$ cat config.mk
export PLATFORM = sky130hd
export DESIGN_NAME = seg7_scroll_mux
export DESIGN_NICKNAME = d
export VERILOG_FILES = /design/src/rtl/seg7_scroll_pkg.sv /design/src/rtl/seg7_scroll_mux_glyph.sv /design/src/rtl/seg7_scroll_mux.sv
export SDC_FILE = /design/constraint.sdc
export NUM_CORES = 1
export LEC_CHECK = 0
export CORE_MARGIN = 8
export CORE_UTILIZATION = 54
export CTS_BUF_LIST = sky130_fd_sc_hd__clkbuf_2 sky130_fd_sc_hd__clkbuf_4 sky130_fd_sc_hd__clkbuf_8
export CTS_CLUSTER_DIAMETER = 50
export DETAILED_ROUTE_END_ITERATION = 7
export PLACE_DENSITY_LB_ADDON = 0.2
export SYNTH_ARGS = -nofsm -noshare
export SYNTH_HDL_FRONTEND = slang
export SYNTH_SLANG_ARGS = --single-unit
$ cat constraint.sdc
create_clock -name i_clk -period 6.9 [get_ports i_clk]
set_input_delay 1.38 -clock i_clk [delete_from_list [all_inputs] [get_ports i_clk]]
set_output_delay 1.38 -clock i_clk [all_outputs]
set_load 0.01 [all_outputs]
$ cat src/rtl/seg7_scroll_pkg.sv
// -----------------------------------------------------------------------------
// seg7_scroll_pkg
// Shared definitions for the scrolling seven-segment text driver:
//   - glyph codes stored in the message RAM (digits 0..9, letters 10..30,
//     blank 31)
//   - segment bit positions inside the {g,f,e,d,c,b,a} output vector
//   - SEG_BLANK pattern and the glyph -> segment lookup function used by
//     the seg7_glyph decoder
// -----------------------------------------------------------------------------
package seg7_scroll_pkg;

  // Glyph code width used by the lookup table (the RAM width may differ).
  localparam int GLYPH_W = 5;

  // Numeric glyphs map straight to their value.
  localparam logic [4:0] GLYPH_0 = 5'd0;
  localparam logic [4:0] GLYPH_1 = 5'd1;
  localparam logic [4:0] GLYPH_2 = 5'd2;
  localparam logic [4:0] GLYPH_3 = 5'd3;
  localparam logic [4:0] GLYPH_4 = 5'd4;
  localparam logic [4:0] GLYPH_5 = 5'd5;
  localparam logic [4:0] GLYPH_6 = 5'd6;
  localparam logic [4:0] GLYPH_7 = 5'd7;
  localparam logic [4:0] GLYPH_8 = 5'd8;
  localparam logic [4:0] GLYPH_9 = 5'd9;

  // Letters that are legible on a seven-segment digit.
  localparam logic [4:0] GLYPH_A  = 5'd10;
  localparam logic [4:0] GLYPH_B  = 5'd11;
  localparam logic [4:0] GLYPH_C  = 5'd12;
  localparam logic [4:0] GLYPH_D  = 5'd13;
  localparam logic [4:0] GLYPH_E  = 5'd14;
  localparam logic [4:0] GLYPH_F  = 5'd15;
  localparam logic [4:0] GLYPH_G  = 5'd16;
  localparam logic [4:0] GLYPH_H  = 5'd17;
  localparam logic [4:0] GLYPH_I  = 5'd18;
  localparam logic [4:0] GLYPH_J  = 5'd19;
  localparam logic [4:0] GLYPH_L  = 5'd20;
  localparam logic [4:0] GLYPH_N  = 5'd21;
  localparam logic [4:0] GLYPH_O  = 5'd22;
  localparam logic [4:0] GLYPH_P  = 5'd23;
  localparam logic [4:0] GLYPH_Q  = 5'd24;
  localparam logic [4:0] GLYPH_R  = 5'd25;
  localparam logic [4:0] GLYPH_S  = 5'd26;
  localparam logic [4:0] GLYPH_T  = 5'd27;
  localparam logic [4:0] GLYPH_U  = 5'd28;
  localparam logic [4:0] GLYPH_UL = 5'd29;
  localparam logic [4:0] GLYPH_Y  = 5'd30;
  localparam logic [4:0] GLYPH_BLANK = 5'd31;

  // Segment bit positions within the 7-bit segment vector.
  localparam int SEG_A = 0;
  localparam int SEG_B = 1;
  localparam int SEG_C = 2;
  localparam int SEG_D = 3;
  localparam int SEG_E = 4;
  localparam int SEG_F = 5;
  localparam int SEG_G = 6;

  localparam logic [6:0] SEG_BLANK = 7'h00;

  // Glyph code -> active-high {g,f,e,d,c,b,a} pattern. Anything not listed,
  // including GLYPH_BLANK, lights nothing.
  function automatic logic [6:0] glyphToSeg(input logic [4:0] code);
    logic [6:0] seg;
    seg = SEG_BLANK;
    case (code)
      GLYPH_0:  seg = 7'h3F;
      GLYPH_1:  seg = 7'h06;
      GLYPH_2:  seg = 7'h5B;
      GLYPH_3:  seg = 7'h4F;
      GLYPH_4:  seg = 7'h66;
      GLYPH_5:  seg = 7'h6D;
      GLYPH_6:  seg = 7'h7D;
      GLYPH_7:  seg = 7'h07;
      GLYPH_8:  seg = 7'h7F;
      GLYPH_9:  seg = 7'h6F;
      GLYPH_A:  seg = 7'h77;
      GLYPH_B:  seg = 7'h7C;
      GLYPH_C:  seg = 7'h39;
      GLYPH_D:  seg = 7'h5E;
      GLYPH_E:  seg = 7'h79;
      GLYPH_F:  seg = 7'h71;
      GLYPH_G:  seg = 7'h3D;
      GLYPH_H:  seg = 7'h76;
      GLYPH_I:  seg = 7'h30;
      GLYPH_J:  seg = 7'h1E;
      GLYPH_L:  seg = 7'h38;
      GLYPH_N:  seg = 7'h54;
      GLYPH_O:  seg = 7'h5C;
      GLYPH_P:  seg = 7'h73;
      GLYPH_Q:  seg = 7'h67;
      GLYPH_R:  seg = 7'h50;
      GLYPH_S:  seg = 7'h6D;
      GLYPH_T:  seg = 7'h78;
      GLYPH_U:  seg = 7'h3E;
      GLYPH_UL: seg = 7'h1C;
      GLYPH_Y:  seg = 7'h6E;
      default:  seg = SEG_BLANK;
    endcase
    return seg;
  endfunction

endpackage

$ cat src/rtl/seg7_scroll_mux_glyph.sv
// -----------------------------------------------------------------------------
// seg7_glyph
// Combinational glyph decoder: CHAR_W-bit glyph code -> 7-bit segment pattern.
// Codes outside the 5-bit glyph table decode to SEG_BLANK.
// Ports:
//   i_code      [CHAR_W-1:0]  glyph code
//   o_segments  [6:0]         {g,f,e,d,c,b,a}, active high
// -----------------------------------------------------------------------------
module seg7_glyph
  import seg7_scroll_pkg::*;
#(
  parameter int CHAR_W = 5
) (
  input  logic [CHAR_W-1:0] i_code,
  output logic [6:0]        o_segments
);

  logic [GLYPH_W-1:0] w_code5;
  logic               w_outOfRange;

  // Fit the stored code onto the 5-bit table: wider codes with any upper bit
  // set cannot be a known glyph, narrower codes are zero-extended.
  generate
    if (CHAR_W > GLYPH_W) begin : g_wide
      assign w_code5      = i_code[GLYPH_W-1:0];
      assign w_outOfRange = |i_code[CHAR_W-1:GLYPH_W];
    end else if (CHAR_W == GLYPH_W) begin : g_exact
      assign w_code5      = i_code;
      assign w_outOfRange = 1'b0;
    end else begin : g_narrow
      assign w_code5      = {{(GLYPH_W-CHAR_W){1'b0}}, i_code};
      assign w_outOfRange = 1'b0;
    end
  endgenerate

  // Table lookup; out-of-range codes stay dark.
  always_comb begin
    o_segments = SEG_BLANK;
    if (!w_outOfRange) begin
      o_segments = glyphToSeg(w_code5);
    end
  end

endmodule

$ cat src/rtl/seg7_scroll_mux.sv
// -----------------------------------------------------------------------------
// seg7_scroll_mux
// Multiplexes NUM_DIGITS common-cathode seven-segment digits and scrolls a
// runtime-loaded message of up to MSG_DEPTH glyphs, one position per step
// tick. Digit d shows RAM[(scroll_pos + d) mod msg_len] while d < msg_len,
// otherwise it stays dark.
//
// Optional feature macro: SEG7_SCROLL_BLINK_EN
//   When defined, adds input i_blink and a phase flop that toggles on each
//   step tick; segments are forced dark while i_blink && phase.
//
// Ports (AW = $clog2(MSG_DEPTH)):
//   i_clk         clock
//   i_rst_n       asynchronous active-low reset
//   i_ena         design enable; low blanks outputs and freezes all counters
//   i_wr_en       message RAM write strobe
//   i_wr_addr     [AW-1:0]     write address
//   i_wr_data     [CHAR_W-1:0] glyph code written
//   i_msg_len     [AW:0]       active message length, 0..MSG_DEPTH
//   i_step_ovr    [5:0]        0 = STEP_DIV, else period {ovr,4'hF}+1 cycles
//   i_pause       freeze step prescaler and scroll position
//   i_restart     synchronous clear of scroll position and step prescaler
//   i_blink       (SEG7_SCROLL_BLINK_EN only) blink enable
//   o_segments    [6:0]        {g,f,e,d,c,b,a}, active high, registered
//   o_digit_sel   [NUM_DIGITS-1:0] one-hot digit enable, bit0 leftmost
//   o_scroll_pos  [AW-1:0]     glyph index on the leftmost digit
//   o_wrap        one-cycle pulse when the scroll position wraps to 0
// -----------------------------------------------------------------------------
module seg7_scroll_mux
  import seg7_scroll_pkg::*;
#(
  parameter int NUM_DIGITS = 4,
  parameter int MSG_DEPTH  = 32,
  parameter int CHAR_W     = 5,
  parameter int SCAN_DIV   = 10_000,
  parameter int STEP_DIV   = 10_000_000,
  parameter int CNT_W      = 24,
  localparam int AW = $clog2(MSG_DEPTH),
  localparam int DW = (NUM_DIGITS > 1) ? $clog2(NUM_DIGITS) : 1
) (
  input  logic                  i_clk,
  input  logic                  i_rst_n,
  input  logic                  i_ena,
  input  logic                  i_wr_en,
  input  logic [AW-1:0]         i_wr_addr,
  input  logic [CHAR_W-1:0]     i_wr_data,
  input  logic [AW:0]           i_msg_len,
  input  logic [5:0]            i_step_ovr,
  input  logic                  i_pause,
  input  logic                  i_restart,
`ifdef SEG7_SCROLL_BLINK_EN
  input  logic                  i_blink,
`endif
  output logic [6:0]            o_segments,
  output logic [NUM_DIGITS-1:0] o_digit_sel,
  output logic [AW-1:0]         o_scroll_pos,
  output logic                  o_wrap
);

  logic [CHAR_W-1:0]     r_mem [MSG_DEPTH];
  logic [CNT_W-1:0]      r_stepCnt;
  logic [CNT_W-1:0]      r_scanCnt;
  logic [AW-1:0]         r_pos;
  logic [DW-1:0]         r_digit;
  logic                  r_wrap;
  logic [6:0]            r_segments;
  logic [NUM_DIGITS-1:0] r_digitSel;

  logic [CNT_W-1:0]      w_stepLimit;
  logic                  w_stepTick;
  logic                  w_scanTerm;
  logic [AW:0]           w_posExt;
  logic [AW:0]           w_digitExt;
  logic [AW:0]           w_sum;
  logic [AW-1:0]         w_rdAddr;
  logic [CHAR_W-1:0]     w_rdGlyph;
  logic [CHAR_W-1:0]     w_charCode;
  logic                  w_digitActive;
  logic                  w_posOutOfRange;
  logic                  w_posAtEnd;
  logic [6:0]            w_segDecoded;
  logic [NUM_DIGITS-1:0] w_digitOneHot;
  logic                  w_forceBlank;

  // Message RAM: synchronous write, asynchronous read, deliberately not reset.
  always_ff @(posedge i_clk) begin
    if (i_wr_en) begin
      r_mem[i_wr_addr] <= i_wr_data;
    end
  end

  // Step period select. The tick uses >= so that shortening the period while
  // the prescaler is already past the new limit ticks at once instead of
  // running round the whole counter range.
  assign w_stepLimit = (i_step_ovr == 6'd0) ? CNT_W'(STEP_DIV - 1)
                                            : CNT_W'({i_step_ovr, 4'hF});
  assign w_stepTick  = (r_stepCnt >= w_stepLimit);
  assign w_scanTerm  = (r_scanCnt >= CNT_W'(SCAN_DIV - 1));

  // Glyph address for the digit being scanned. Both operands are below
  // msg_len in normal operation, so one conditional subtract is the modulo.
  assign w_posExt   = {1'b0, r_pos};
  assign w_digitExt = (AW+1)'(r_digit);
  assign w_sum      = w_posExt + w_digitExt;
  assign w_rdAddr   = AW'((w_sum >= i_msg_len) ? (w_sum - i_msg_len) : w_sum);
  assign w_rdGlyph  = r_mem[w_rdAddr];

  // Digits past the end of a short message show the blank glyph.
  assign w_digitActive = (w_digitExt < i_msg_len);
  assign w_charCode    = w_digitActive ? w_rdGlyph : CHAR_W'(GLYPH_BLANK);

  // A shrunk length can leave the position past the end; msg_len==0 always
  // lands here, which pins the position at 0 with no wrap pulse.
  assign w_posOutOfRange = (i_msg_len <= w_posExt);
  assign w_posAtEnd      = (w_posExt == (i_msg_len - (AW+1)'(1)));

  seg7_glyph #(
    .CHAR_W(CHAR_W)
  ) u_glyph (
    .i_code    (w_charCode),
    .o_segments(w_segDecoded)
  );

  // One-hot digit enable for the digit index currently being scanned.
  always_comb begin
    w_digitOneHot          = '0;
    w_digitOneHot[r_digit] = 1'b1;
  end

  // Step prescaler, scroll position and wrap pulse. Disable holds everything
  // except the wrap pulse, which is dropped so it cannot stretch while frozen.
  always_ff @(posedge i_clk or negedge i_rst_n) begin
    if (!i_rst_n) begin
      r_stepCnt <= '0;
      r_pos     <= '0;
      r_wrap    <= 1'b0;
    end else if (!i_ena) begin
      r_wrap <= 1'b0;
    end else if (i_restart) begin
      r_stepCnt <= '0;
      r_pos     <= '0;
      r_wrap    <= 1'b0;
    end else begin
      r_wrap <= 1'b0;
      if (!i_pause) begin
        r_stepCnt <= w_stepTick ? '0 : r_stepCnt + 1'b1;
      end
      if (w_posOutOfRange) begin
        r_pos <= '0;
      end else if (!i_pause && w_stepTick) begin
        if (w_posAtEnd) begin
          r_pos  <= '0;
          r_wrap <= 1'b1;
        end else begin
          r_pos <= r_pos + 1'b1;
        end
      end
    end
  end

  // Scan prescaler and digit index; the scan keeps running while paused.
  always_ff @(posedge i_clk or negedge i_rst_n) begin
    if (!i_rst_n) begin
      r_scanCnt <= '0;
      r_digit   <= '0;
    end else if (i_ena) begin
      if (w_scanTerm) begin
        r_scanCnt <= '0;
        r_digit   <= (r_digit == DW'(NUM_DIGITS - 1)) ? '0 : r_digit + 1'b1;
      end else begin
        r_scanCnt <= r_scanCnt + 1'b1;
      end
    end
  end

`ifdef SEG7_SCROLL_BLINK_EN
  logic r_phase;

  // Blink phase follows the step ticks and restarts dark-free on restart.
  always_ff @(posedge i_clk or negedge i_rst_n) begin
    if (!i_rst_n) begin
      r_phase <= 1'b0;
    end else if (i_ena) begin
      if (i_restart) begin
        r_phase <= 1'b0;
      end else if (!i_pause && w_stepTick) begin
        r_phase <= ~r_phase;
      end
    end
  end

  assign w_forceBlank = i_blink & r_phase;
`else
  assign w_forceBlank = 1'b0;
`endif

  // Segment and digit enables are registered together so they never skew.
  always_ff @(posedge i_clk or negedge i_rst_n) begin
    if (!i_rst_n) begin
      r_segments <= SEG_BLANK;
      r_digitSel <= '0;
    end else if (!i_ena) begin
      r_segments <= SEG_BLANK;
      r_digitSel <= '0;
    end else begin
      r_segments <= w_forceBlank ? SEG_BLANK : w_segDecoded;
      r_digitSel <= w_digitOneHot;
    end
  end

  assign o_segments   = r_segments;
  assign o_digit_sel  = r_digitSel;
  assign o_scroll_pos = r_pos;
  assign o_wrap       = r_wrap;

endmodule
[Word-level counts from Yosys, hierarchy flattened]
Memory sizes are Yosys's and may differ from the RTL's.
Index checks and enable logic that the tools add are counted.
Widths: inputs -> output; s select.
Cells by class
  $add $sub $neg: 7
  $lt $le $gt $ge: 7
  reduce and logical (&&, ||, !) cells: 8
  eq/ne operators: 3
  multiplexer cells: 23
Operators by type and width (number)
  $mux 24: 5
  $add 24x1->24 const B: 2
  $mux 5: 6
  $ge 24x14->1 const B: 1
  $ge 24x24->1: 1
  $mux 1: 8
  $mux 7: 1
  $add 5x2->6: 1
  $eq 5x6->1: 1
  $ge 6x6->1: 1
  $le 6x5->1: 1
  $logic_not 6->1: 1
  $lt 2x6->1: 1
  $reduce_and 2->1: 3
  $sub 6x1->6 const B: 1
  $add 5x1->5 const B: 1
  $sub 5x5->5: 1
  $mux 4: 1
  $lt 2x3->1 const B: 1
  $reduce_bool 3->1: 1
  $add 2x1->2 const B: 1
  $demux 1 s2: 1
  $eq 2x2->1 const B: 1
  $ge 2x1->1 const B: 1
  other kinds (4): 5
Storage, ports and cells
  output and inout bits: 17
  RAM bits: 160
  word-level logic and storage cells: 57
  register bits: 67
  memories kept: 2
  input bits: 28
  bits in read-only memories: 224
Memories
  (no name shown): depth 32, width 7, read ports 1, clocked after memory_dff 0, wr ports 0, line seg7_scroll_pkg.sv:67  | case (code)
  r_mem: depth 32, width 5, read ports 1, clocked after memory_dff 0, wr ports 1, line seg7_scroll_mux.sv:60  | logic [CHAR_W-1:0] r_mem [MSG_DEPTH];

[Depth between registers and ports, before layout]
Gate-level depths: netlist (run 1).
  depth after elaboration: 8
  mapped depth: 24
  depth with buffers taken out: 20

[By module]
From an unflattened synthesis (run 1), not the netlist that was laid out.
Unflattened totals
  cells, all modules: 1004
  area total of the unflattened synthesis: 11345.9 um2
Modules (own cells, without submodules)
  seg7_scroll_mux: cells each 932, instances 1, seq. area each 6481.2 um2, area each 10834.1 um2
  seg7_glyph: cells each 72, instances 1, seq. area each 0.0 um2, area each 511.7 um2

[Worst setup path after synthesis (run 1)]
Ideal clock, no wire load.
  path type: input port to flip-flop
  start point: input i_msg_len[0]
  end point: register r_segments[3] (netlist: o_segments[3])
  arrival: 5.020 ns
  path buffers: 4
  library setup time: 0.126 ns
  stages: 20
  path slack: 1.753 ns
  required time: 6.774 ns
  cells stage by stage: ha_1 fa_1 a21boi_2 o21a_1 nand3_1 nand2_2 buf_6 buf_4 buf_6 buf_6 a211oi_1 o21ai_1 a32oi_1 mux2i_1 or2_1 ha_1 o221ai_1 o311ai_0 and4b_1 a311o_1
Between the ends
  longest elaborated chain between the ends: 6
  elaborated cells between the ends (all ways): 8
  classes of those cells: add/sub (1); order compare (2); mux (3); memory (2)
RTL lines
  start: declaration: line seg7_scroll_mux.sv:47  | input logic [AW:0] i_msg_len,
  $sub 5x5->5 or $ge 6x6->1 (tied branches): line seg7_scroll_mux.sv:105  | assign w_rdAddr = AW'((w_sum >= i_msg_len) ? (w_sum - i_msg_len) : w_sum);
  $mux 5: line seg7_scroll_mux.sv:105
  $mem_v2 32x5
  $mux 5 *: line seg7_scroll_mux.sv:110  | assign w_charCode = w_digitActive ? w_rdGlyph : CHAR_W'(GLYPH_BLANK);
  $mem_v2 32x7 *
  $mux 7 *: line seg7_scroll_mux.sv:202  | end else if (!i_ena) begin
  end signal: assignment: line seg7_scroll_mux.sv:206  | r_segments <= w_forceBlank ? SEG_BLANK : w_segDecoded;
  end: declaration: line seg7_scroll_mux.sv:66  | logic [6:0] r_segments;
Mark *: on every way between the ends. The rest lies on a longest branch, timed or not.
A chain may end at the register's enable or synchronous reset.

[Worst setup path in the final report (run 1)]
Ends and elaborated chain as after synthesis.

==> results of run 1 <==
routing by layer:
metal  global-route usage  part of all wire
met4               0.0787             0.028
met2                0.331              0.47
met1                0.281              0.43
met5                    0                 0
met3               0.0397             0.073
cells in the final DEF (no fill, tap or decap), types with 4 or more instances in the layout:
master           instances
a32o_1                   4
nor4_1                   6
nor2_1                  96
edfxtp_1               160
nand2b_1                 4
nand4_1                  9
xor2_1                  14
and2_1                   6
inv_1                   30
or3_1                    5
o21ai_1                 10
nand2_1                 91
a31oi_1                 17
nand3_1                 53
a221oi_1                10
o31ai_1                  5
nand3b_1                 5
clkdlybuf4s50_1         43
and3_1                  56
clkbuf_8                42
o211ai_1                 4
a211oi_1                32
nor3_1                  15
a211oi_2                 4
o21ai_0                 71
dfrtp_1                 67
clkinv_1                 8
mux2i_1                 19
clkbuf_4                12
a21oi_1                 23
ha_1                    43
buf_4                   18
xnor2_1                 16
nor2b_1                  5
a21o_1                   9
logic make-up after synthesis:
family / synth area share
simple gates: 0.156
compound gates: 0.151
flops: 0.562
buf+inv: 0.0367
fa+ha+maj: 0.0502
xor+xnor: 0.0228
mux: 0.0213
worst paths after layout:
check | start | endpoint | depth (start not counted)
min in group asynchronous | i_rst_n | r_stepCnt[4] | 2
max | i_msg_len[0] | o_segments[3] | 17
max reg2reg | o_scroll_pos[0] | o_segments[3] | 18
min | r_scanCnt[0] | r_scanCnt[0] | 1
min reg2reg | r_scanCnt[0] | r_scanCnt[0] | 1
max in group asynchronous | i_rst_n | o_segments[1] | 2
through the flow:
step | area (um2) | util | setup WS, ns | hold WS, ns
2_1_floorplan | 11500 | - | 1.75 | 0.458
5_1_grt | 12900 | 0.617 | 0.703 | 0.536
3_5_place_dp | 12100 | 0.579 | 0.578 | 0.494
3_3_place_gp | 12100 | 0.579 | 0.679 | 0.484
4_1_cts | 12900 | 0.617 | 1.12 | 0.509
6_report | 12900 | 0.617 | 1.02 | 0.509
worst reg2reg max path, stage by stage (launching register included):
cell      delay [ns]
dfrtp_1         0.48
ha_1            0.27
fa_1            0.61
inv_1           0.18
fa_1            0.47
a21boi_2        0.19
o21a_1          0.21
nand3_1         0.13
nand2_2         0.44
a211oi_1        0.57
o21ai_0         0.16
a32oi_1         0.28
mux2i_1         0.21
or2_1           0.35
ha_1            0.37
o221ai_1        0.11
o311ai_0        0.17
and4b_1         0.23
a311o_1         0.31
sequential cells by signal, indices dropped and copies added, names as in the netlist:
| signal | flops |
|---|---|
| o_digit_sel | 4 |
| o_wrap | 1 |
| r_stepCnt | 24 |
| o_scroll_pos | 5 |
| o_segments | 7 |
| r_mem | 160 |
| r_digit | 2 |
| r_scanCnt | 24 |
report_power, final:
group / leakage [nW] / switching, W / internal, W
Sequential: 2.35 / 0.0000253 / 0.00150
Combinational: 2.23 / 0.000227 / 0.000140
Clock: 0.410 / 0.000557 / 0.000673
Total: 4.99 / 0.000809 / 0.00231
area by class of cell:
type / instances / area, um2
clock buffer: 54 / 668
clock inverter: 16 / 123
fill: 1733 / 8030
inverter: 31 / 116
multi-input combinational: 710 / 4620
sequential: 227 / 6480
tap: 275 / 344
timing repair buffer: 62 / 571
==> impl_results.md, run 1 <==
* Cells after DPL at 1,305
* Yosys Warn Count at 0
* Fin nets at 1,145
* Worst-path maximum fanout at 29
* Setup_tns at 0 ns
* Vias in the first global route at 8,162
* Gr usage total at 0.209
* Top cells by area, synth: edfxtp_1 42%, dfrtp_1 15%, ha_1 4.7%
* Rows at 53
* Netlist cell types at 84
* Share of cells above drive strength 1 at 0.111
* Port Buffers at 44
* Max incr delay on CP at 0.56 ns
* Die Y-Extent at 162 um
* First-pass DRT Iterations at 6
* Die Footprint at 26,300 um2
* Routed vias/inst at 6.04
* Post-Syn Area at 11,500 um2
* Fmax at 0.170 GHz
* Status: finished, final reports clean
* Syn Area/Cell at 11.4 um2
* Count of final hold-check violations at 0
* Residual DRC at 0
* Mapped Cells at 1,013
* Minimum clock period at 5.88 ns
* CP bufs+invs at 1
* CTS resizes at 0
* Min-Delay Path Class: flop to flop
* H-tree Lvls at 2
* Wire per inst at 19.9 um
* First-pass GRT wire length at 43,800 um
* Leak at 4.99 nW
* Clock Latency Late Sink at 0.57 ns
* Final slew viol count at 0
* Setup crit start kind: input pin
* Internal reg-to-reg setup slack at 1.05 ns
* CTS max path bufs at 3
* Flops & latches, synth at 227
* Pin count of the biggest net entering global routing at 68
* # IOs at 45
* # hold bufs at CTS at 0
* Post-DP HPWL at 17,700 um
* GPL Wtd Cong at 0.862
* Clock edge transition at the registers on the reported setup and hold paths at 0.05 ns
* Top-count cell post-synth: edfxtp_1
* WP data arrival at 6.30 ns
* Slowest-stage cell, CP: a211oi_1
* Detail Route Antenna Nets at 0
* CP required at 7.32 ns
* Clk sinks at 227
* RSZ-0062 raised after global routing: false
* Ys flop type: edfxtp_1
* Core Area at 21,000 um2
* Maximum VDD drop at 0.204 mV
* Final non-filler cell total at 1,375
* Starting DRC count in detailed routing at 790
* Crit path kind: input pin to flop
* Async SR Flop Fraction at 0.295
* CP delay by family, top: compound AO/OA/AOI/OAI gates
* Clock skew at 0.0332 ns
* CTS tree: built
* Max_cap viols at 0
* Worst-margin pin slew at 1.18 ns
* Via count at 8,299
* Layout area overhead at 12.1%
* Pwr Total at 0.00312 W
* Post-synth EDFFs at 160
* Commonest cells post-synth: 160 x edfxtp_1, 96 x nor2_1, 91 x nand2_1, 71 x o21ai_0, 67 x dfrtp_1
* Fin crit share at 0.852
* Area leader, netlist: edfxtp_1
* N_diodes at 0
* Die X-Extent at 162 um
* Total grt overflow at 0
* Top cell type's share of synthesized area at 0.417
* Relative slew slack at 0.211
* Antenna violations before repair at 0
* Setup violations, final at 0
* Most used cell, CP: ha_1
* CTS buffer count at 40
* CP Capture Type: flop
* Sequential fraction of the synthesis area at 0.562
* WL final at 27,400 um
* Pwr/cell area at 242 nW/um2
* Initial Utilization at 0.550
* Clock root cell: clkbuf_8
* Worst path cell trace: clkdlybuf4s50_1 -> ha_1 -> fa_1 -> a21boi_2 -> o21a_1 -> nand3_1 -> nand2_2 -> a211oi_1 -> o21ai_0 -> a32oi_1 -> mux2i_1 -> or2_1 -> ha_1 -> o221ai_1 -> o311ai_0 -> and4b_1 -> a311o_1
* Synthesized net count at 1,086
* Post-CTS Setup Bufs at 0
(Power assumes the default switching activity.)
==> inputs of run 2 (changes only) <==
--- a/config.mk
+++ b/config.mk
@@ -9,6 +9,7 @@
 export CORE_UTILIZATION = 54
 export CTS_BUF_LIST = sky130_fd_sc_hd__clkbuf_2 sky130_fd_sc_hd__clkbuf_4 sky130_fd_sc_hd__clkbuf_8
 export CTS_CLUSTER_DIAMETER = 50
+export CTS_CLUSTER_SIZE = 16
 export DETAILED_ROUTE_END_ITERATION = 7
 export PLACE_DENSITY_LB_ADDON = 0.2
 export SYNTH_ARGS = -nofsm -noshare
==> run 2 against run 1 <==
Clock skew down 0.0050 ns. Setup slack better by 0.023 ns. Sequential share of layout area up 0.93 points. Core utilization down 1.1 points. Non-clock buffer count unchanged. Wire length down 1.7%. Global-route usage down 0.48 points. Largest power group unchanged.
==> impl_results.md, run 2 (same netlist as run 1, synthesis figures left out) <==
* Pwr/cell area at 229 nW/um2
* CP delay by family, top: compound AO/OA/AOI/OAI gates
* Max_cap viols at 0
* Area taken by multi-input logic gates at 4620 um2
* Crit path kind: input pin to flop
* Most used cell, CP: ha_1
* Rows at 53
* Die Y-Extent at 162 um
* Setup_tns at 0 ns
* Port Buffers at 44
* Clock root cell: clkbuf_8
* Maximum VDD drop at 0.215 mV
* N_diodes at 0
* Setup violations, final at 0
* Clock edge transition at the registers on the reported setup and hold paths at 0.09 ns
* WP data arrival at 6.30 ns
* Min-delay src: r_stepCnt[22]
* Total grt overflow at 0
* Core Area at 21,000 um2
* Internal reg-to-reg setup slack at 1.05 ns
* Min-Delay Path Class: flop to flop
* Final slew viol count at 0
* Largest regs: r_mem: 160 flops, r_scanCnt: 24 flops, r_stepCnt: 24 flops
* PnR worst setup slack at 1.04 ns
* RSZ-0062 raised after global routing: false
* Clock Latency Late Sink at 0.56 ns
* CP Capture Type: flop
* Most frequent cells in the layout: 160 x edfxtp_1, 96 x nor2_1, 91 x nand2_1, 71 x o21ai_0, 67 x dfrtp_1
* CTS max path bufs at 3
* Clock skew at 0.0282 ns
* Pin count of the biggest net entering global routing at 68
* Reg2reg start: o_scroll_pos[0]
* Relative slew slack at 0.212
* Vias in the first global route at 8,009
* Residual DRC at 0
* H-tree Lvls at 1
* Final core occ at 0.606
* Max incr delay on CP at 0.57 ns
* First-pass DRT Iterations at 5
* Routed vias/inst at 6.10
* Post-DP HPWL at 17,700 um
* Layout area overhead at 10.1%
* Biggest register: r_mem
* Fmax at 0.171 GHz
* First-pass GRT wire length at 43,200 um
* Count of final hold-check violations at 0
* Via count at 8,201
* WL final at 27,000 um
* WHS Endpoint: r_stepCnt[22]
* Most common cell after layout, fill and taps aside: edfxtp_1
* Wire per inst at 20.1 um
* Starting DRC count in detailed routing at 724
* Max reg flops at 160
* Setup crit start kind: input pin
* Gr usage total at 0.204
* Worst-case reg-to-reg path depth at 18
* Die Footprint at 26,300 um2
* DP Worst Slack at 0.578 ns
* Die X-Extent at 162 um
* # IOs at 45
* Hold-critical path depth at 1
* Detail Route Antenna Nets at 0
* Worst path cell trace: clkdlybuf4s50_1 -> ha_1 -> fa_1 -> a21boi_2 -> o21a_1 -> nand3_1 -> nand2_2 -> a211oi_1 -> o21ai_0 -> a32oi_1 -> mux2i_1 -> or2_1 -> ha_1 -> o221ai_1 -> o311ai_0 -> and4b_1 -> a311o_1
* Minimum clock period at 5.86 ns
* Initial Utilization at 0.550
* Fin crit share at 0.849
* Worst-path maximum fanout at 29
* Antenna violations before repair at 0
* Fill cells at 1,725
* GPL Wtd Cong at 0.862
* Status: finished, final reports clean
* Reg area at 6480 um2
* Post-CTS Setup Bufs at 0
* Worst-margin pin slew at 1.18 ns
* CP required at 7.35 ns
* CTS tree: built
* CP bufs+invs at 1
* Leak at 4.85 nW
* Fin nets at 1,128
* Critical R2R Capture: o_segments[3]
* Share of cells above drive strength 1 at 0.0925
* # hold bufs at CTS at 0
* CTS buffer count at 23
* CTS resizes at 0
* Slowest-stage cell, CP: a211oi_1
* Clk sinks at 227
==> run 2: changes by cell type in the layout (fill, tap and decap cells not counted), sizes merged <==
cell      change
clkinvlp      +1
clkbuf       -30
inv           +6
bufinv        +3
clkinv       -10
==> run 2: area by class of cell <==
class	instances	area share
clock buffer	24	0.0255
clock inverter	16	0.0182
inverter	31	0.00917
multi-input combinational	710	0.364
sequential	227	0.511
tap	275	0.0271
timing repair buffer	62	0.0450
==> run 2: power by group <==
part           switching (W)  leakage [nW]  internal, W
Sequential         0.0000261          2.35      0.00150
Clock               0.000518         0.271     0.000495
Combinational       0.000226          2.23     0.000140
Total               0.000770          4.85      0.00213
==> run 2: through the flow <==
step                      power, W  instance area (um2)  instances  hold slack (ns)
final                      0.00290                12700       1345            0.515
after CTS                  0.00292                12700       1345            0.516
after detailed placement   0.00191                12100       1305            0.494
after global placement     0.00191                12100       1305            0.484
after global routing       0.00301                12700       1345            0.543
after floorplan            0.00179                11500       1013            0.458
==> run 2: per-layer routing <==
metal	vias up	wire [um]	global-route usage
li1	3888	-	-
met1	3965	11800	0.280
met2	312	12700	0.335
met3	36	1940	0.0304
met4	0	513	0.0526
met5	-	0	0
==> run 2: how the worst max path moves through the flow <==
stage / start / endpoint / slack [ns] / depth (start not counted)
finish: i_msg_len[0] / o_segments[3] / 1.04 / 17
global route: o_scroll_pos[0] / o_segments[3] / 0.72 / 18
global placement: i_msg_len[0] / o_segments[3] / 0.68 / 17
floorplan: i_msg_len[0] / o_segments[3] / 1.75 / 20
CTS: o_scroll_pos[0] / o_segments[3] / 1.15 / 18
detailed placement: i_msg_len[0] / o_segments[3] / 0.58 / 17
